File: src/rtl/mux_select_sequencer_pkg.sv
// Shared types and widths for the mux select sequencer and its rate divider.
package mux_select_sequencer_pkg;

  localparam int unsigned MUX_SEL_W  = 3;
  localparam int unsigned MUX_DATA_W = 7;

  typedef enum logic [1:0] {
    S_IDLE = 2'd0,
    S_RUN  = 2'd1,
    S_DONE = 2'd2
  } state_e;

  // Counter width for a given period: $clog2(period), but never below 1 bit.
  function automatic int unsigned div_width(input int unsigned period);
    int unsigned w;
    w = $clog2(period);
    return (w < 1) ? 1 : w;
  endfunction

endpackage

File: src/rtl/mux_select_sequencer_rate_divider.sv
// Loadable down-counter with a zero flag; produces the bit-period tick for timed display paths.
module mux_select_sequencer_rate_divider
  import mux_select_sequencer_pkg::*;
#(
  parameter int unsigned Period = 4,
  parameter int unsigned Width  = div_width(Period)
) (
  input  logic clk,
  input  logic rst,
  input  logic load,
  input  logic en,
  output logic zero
);

  localparam logic [Width-1:0] Reload = Width'(Period - 1);

  logic [Width-1:0] count_q, count_d;

  always_comb begin
    count_d = count_q;
    if (load) begin
      count_d = Reload;
    end else if (en && (count_q != '0)) begin
      count_d = count_q - Width'(1);
    end
  end

  always_ff @(posedge clk) begin
    if (rst) begin
      count_q <= '0;
    end else begin
      count_q <= count_d;
    end
  end

  assign zero = (count_q == '0);

endmodule

File: src/rtl/mux_select_sequencer.sv
// Drives a 7-to-1 bit-select mux: holds a captured pattern and steps the select
// 0..NUM_BITS-1, one value per BIT_PERIOD clocks, with per-bit strobe and done pulse.
module mux_select_sequencer
  import mux_select_sequencer_pkg::*;
#(
  parameter int unsigned BIT_PERIOD = 25000000,
  parameter int unsigned NUM_BITS   = 7
) (
  input  logic                  Clock,
  input  logic                  Reset,
  input  logic                  Start,
  input  logic [MUX_DATA_W-1:0] Pattern,
  output logic [MUX_SEL_W-1:0]  MuxSelect,
  output logic [MUX_DATA_W-1:0] MuxInput,
  output logic                  BitStrobe,
  output logic                  Busy,
  output logic                  Done
);

  localparam int unsigned          DivW    = div_width(BIT_PERIOD);
  localparam logic [MUX_SEL_W-1:0] LastSel = MUX_SEL_W'(NUM_BITS - 1);

  state_e                  state_q, state_d;
  logic [MUX_SEL_W-1:0]    sel_q, sel_d;
  logic [MUX_DATA_W-1:0]   data_q, data_d;
  logic                    strobe_q, strobe_d;
  logic                    busy_q, busy_d;
  logic                    done_q, done_d;

  logic                    div_load;
  logic                    div_en;
  logic                    div_zero;

  mux_select_sequencer_rate_divider #(
    .Period (BIT_PERIOD),
    .Width  (DivW)
  ) u_rate_divider (
    .clk  (Clock),
    .rst  (Reset),
    .load (div_load),
    .en   (div_en),
    .zero (div_zero)
  );

  always_comb begin
    state_d  = state_q;
    sel_d    = sel_q;
    data_d   = data_q;
    strobe_d = 1'b0;
    busy_d   = busy_q;
    done_d   = 1'b0;
    div_load = 1'b0;
    div_en   = 1'b0;

    unique case (state_q)
      S_IDLE: begin
        sel_d  = '0;
        busy_d = 1'b0;
        if (Start) begin
          state_d  = S_RUN;
          data_d   = Pattern;
          strobe_d = 1'b1;
          busy_d   = 1'b1;
          div_load = 1'b1;
        end
      end

      S_RUN: begin
        busy_d = 1'b1;
        if (!div_zero) begin
          div_en = 1'b1;
        end else if (sel_q < LastSel) begin
          sel_d    = sel_q + MUX_SEL_W'(1);
          strobe_d = 1'b1;
          div_load = 1'b1;
        end else begin
          // Select stays on the last bit through the single DONE cycle.
          state_d = S_DONE;
          busy_d  = 1'b0;
          done_d  = 1'b1;
        end
      end

      S_DONE: begin
        state_d = S_IDLE;
        sel_d   = '0;
        busy_d  = 1'b0;
      end

      default: begin
        state_d = S_IDLE;
        sel_d   = '0;
        busy_d  = 1'b0;
      end
    endcase
  end

  always_ff @(posedge Clock) begin
    if (Reset) begin
      state_q  <= S_IDLE;
      sel_q    <= '0;
      data_q   <= '0;
      strobe_q <= 1'b0;
      busy_q   <= 1'b0;
      done_q   <= 1'b0;
    end else begin
      state_q  <= state_d;
      sel_q    <= sel_d;
      data_q   <= data_d;
      strobe_q <= strobe_d;
      busy_q   <= busy_d;
      done_q   <= done_d;
    end
  end

  assign MuxSelect = sel_q;
  assign MuxInput  = data_q;
  assign BitStrobe = strobe_q;
  assign Busy      = busy_q;
  assign Done      = done_q;

endmodule

File: config.mk
export PLATFORM = sky130hd
export DESIGN_NAME = mux_select_sequencer
export DESIGN_NICKNAME = d
export VERILOG_FILES = /design/src/rtl/mux_select_sequencer_pkg.sv /design/src/rtl/mux_select_sequencer_rate_divider.sv /design/src/rtl/mux_select_sequencer.sv
export SDC_FILE = /design/constraint.sdc
export NUM_CORES = 1
export LEC_CHECK = 0
export CORE_MARGIN = 2
export CORE_UTILIZATION = 30
export DETAILED_ROUTE_END_ITERATION = 6
export GPL_ROUTABILITY_DRIVEN = 0
export PLACE_DENSITY_LB_ADDON = 0.15
export SYNTH_ARGS = -nofsm -noshare
export SYNTH_HDL_FRONTEND = slang
export SYNTH_SLANG_ARGS = --single-unit
File: constraint.sdc
create_clock -name Clock -period 3 [get_ports Clock]
set_input_delay 0.6 -clock Clock [delete_from_list [all_inputs] [get_ports Clock]]
set_output_delay 0.6 -clock Clock [all_outputs]
set_load 0.02 [all_outputs]
==> flow_metrics.py <==
metrics = {
    "yosys": {
        "synth_top_cell_area_share": 0.3951,
        "synth_top_flop_cell": "dfxtp_1",
        "ys_seq_elements": 40,
        "synth_enable_flop_cells": 0,
        "synth_seq_area_share": 0.3951,
        "synth_warnings": 0,
        "syn_nets": 257,
        "netlist_top_cells_area": "dfxtp_1 40%, a21oi_1 6.4%, nand2_1 4.3%, nor2_1 3.7%, nor3_1 2.7%",
        "avgSynthCellArea_um2": 8.307,
        "synth_most_common_cell": "dfxtp_1",
        "ys_top_cells_by_count": "40 x dfxtp_1, 26 x a21oi_1, 23 x nand2_1",
        "synth_area_leader_cell": "dfxtp_1",
        "synthDistinctLibCells": 49,
        "syn-cell-area_mm2": 0.002027,
        "async_flop_share": 0,
        "synth_cells": 244,
    },
    "clock_network": {
        "cts.sinks": 40,
        "htreeDepth": 2,
        "clk_latency_ns": 0.30,
        "cts.path.max_buffers": 2,
        "cts_buffers": 5,
        "holdBufCountCts": 0,
        "cts.clk_slew.worst_paths_ns": 0.08,
        "cts_resized": 0,
        "root_buffer": "clkbuf_8",
        "post_cts_buffers": 0,
        "cts_tree": "done",
    },
    "timing": {
        "slew_headroom": 0.5764,
        "fmax_ghz": 0.3936,
        "finalSetupViolCount": 0,
        "finalCritPeriodShare": 0.8469,
        "hold_viol_final": 0,
        "tns_ns": 0,
        "tightest_slew_ns": 0.6297,
        "report.final.slew_viol_count": 0,
        "finalHoldWorstSlack_ns": 0.4552,
        "min_period_ns": 2.541,
        "finClkSkew_ns": 0.009478,
        "rsz0062_at_grt": "false",
    },
    "floorplanning": {
        "fp.dieW_um": 86.20,
        "die_area_mm2": 0.007430,
        "die_y_um": 86.20,
        "coreArea_mm2": 0.006459,
        "fp-row-count": 29,
        "ios": 23,
        "start_util": 0.3138,
    },
    "drt": {
        "drt-wirelength-per-cell_um": 15.31,
        "firstDrtPassIters": 4,
        "drc_errors": 0,
        "drtAntennaViolNets": 0,
        "routed_wl_um": 5281,
        "dr_total_vias": 1881,
        "drt_iter0_drc": 83,
        "via_per_inst": 5.452,
    },
    "grt": {
        "grt_pass1_vias": 1745,
        "grt_pass1_wl_um": 8845,
        "grt.overflow.total": 0,
        "grt_max_degree": 21,
        "antenna_found_initial": 0,
        "grt_use_total": 0.1491,
    },
    "final_layout": {
        "antenna_cells": 0,
        "nets": 280,
        "final_cell_area_mm2": 0.002444,
        "num-fill-cells": 670,
        "syn_to_final_growth_pct": 20.56,
        "stdcell_count": 345,
        "drive_gt1_frac": 0.1119,
        "utilization": 0.3783,
    },
    "worst_setup_path": {
        "cp-end-kind": "flip-flop",
        "critPathRequiredTime_ns": 3.20,
        "cp_max_fo": 10,
        "crit_arrival_ns": 2.74,
        "crit_path_start_kind": "flip-flop",
        "critPathKind": "flip-flop to flip-flop",
    },
    "place": {
        "dpl.hpwl_um": 3758,
        "numPlacedInstances": 337,
        "placed_area_mm2": 0.002332,
        "io_buffers": 22,
    },
    "power_and_ir_drop": {
        "ir_drop_uv": 186.0,
        "leakage_nw": 0.8879,
        "power_density_mw_per_mm2": 558.7,
    },
    "hold_path": {
        "min_path_type": "flip-flop to flip-flop",
    },
    "job": {
        "drv_cap": 0,
    },
    "outcome": {
        "outcome": "completed",
    },
}
## state kept, by name, indices dropped and copies added, names as in the netlist
name,count
Done,1
state_q,2
Busy,1
MuxSelect,3
MuxInput,7
u_rate_divider.count_q,25
BitStrobe,1
## final cells by class
| type | count | area, um^2 | share of cell area |
|---|---|---|---|
| tap | 77 | 96.34 | 0.03943 |
| clock buffer | 5 | 68.82 | 0.02816 |
| clock inverter | 3 | 42.54 | 0.01741 |
| timing repair buffer | 31 | 287.8 | 0.1178 |
| inverter | 11 | 41.29 | 0.01690 |
| multi-input combinational | 178 | 1106 | 0.4526 |
| sequential | 40 | 800.8 | 0.3277 |
## stage by stage
stage	total power [mW]	setup WS [ns]
floorplan	0.8317	0.7816
CTS	1.375	0.4621
finish	1.365	0.4592
detailed placement	0.9287	0.4764
global placement	0.9288	0.5070
global route	1.446	0.3528
## placed cells by master (no fill, tap or decap), types with 2 or more instances in the layout
master	netlist	final
dfxtp_1	40	40
a21oi_1	26	26
nand2_1	23	23
clkdlybuf4s50_1	0	22
nor2_1	20	20
inv_1	11	11
nor3_1	11	11
buf_4	0	9
o211ai_1	7	7
nor4_1	6	6
nand4_1	6	6
or3_1	6	6
a31o_2	6	6
o21ai_0	5	5
clkbuf_8	0	5
nand3_1	4	4
nor3b_1	3	3
and2_1	3	3
nor2b_1	3	3
a211oi_1	3	3
nand4b_1	3	3
xnor2_1	3	3
ha_1	3	3
and4_1	2	2
and4b_1	2	2
a311o_1	2	2
nor4b_1	2	2
nand2b_1	2	2
a31oi_1	2	2
o221a_2	2	2
and3_1	2	2
o41ai_1	2	2
a211o_1	2	2
a21o_1	2	2
o31ai_1	2	2
or4_1	2	2
## logic make-up (layout without fill, tap and decap cells)
logic type,Yosys count,after routing,share of synthesized area
compound gates,67,67,0.2284
simple gates,104,104,0.2815
fa+ha+maj,3,3,0.01852
buf+inv,26,50,0.05926
flops,40,40,0.3951
xor+xnor,4,4,0.01729
## critical path, cell delays in order (launching register included)
cell      delay [ns]
dfxtp_1         0.35
or4_4           0.57
or4b_1          0.61
nand4b_1        0.25
buf_4           0.20
and2_1          0.19
o221a_2         0.26
## metal layers
metal	vias to the layer above	share of wire	track usage
met3	5	0.034	0.03714
met5	-	0	0
met4	0	0.010	0.04261
li1	949	-	-
met2	29	0.44	0.2304
met1	898	0.51	0.2069
## power breakdown
part	total [mW]	internal, mW	leakage, nW	switching, mW
combinational	0.302	0.127	0.505	0.176
sequential	0.616	0.572	0.329	0.0437
clock	0.447	0.246	0.0541	0.201
## worst paths after layout
path                                                   to  depth (start not counted)                  startpoint  slack (ns)
worst max-delay path            u_rate_divider.count_q[3]                          6  u_rate_divider.count_q[15]        0.46
worst min-delay path                          MuxInput[2]                          2                 MuxInput[2]        0.46
worst max register to register  u_rate_divider.count_q[3]                          6  u_rate_divider.count_q[15]        0.46
worst min register to register                MuxInput[2]                          2                 MuxInput[2]        0.46
(Power assumes the default switching activity.)
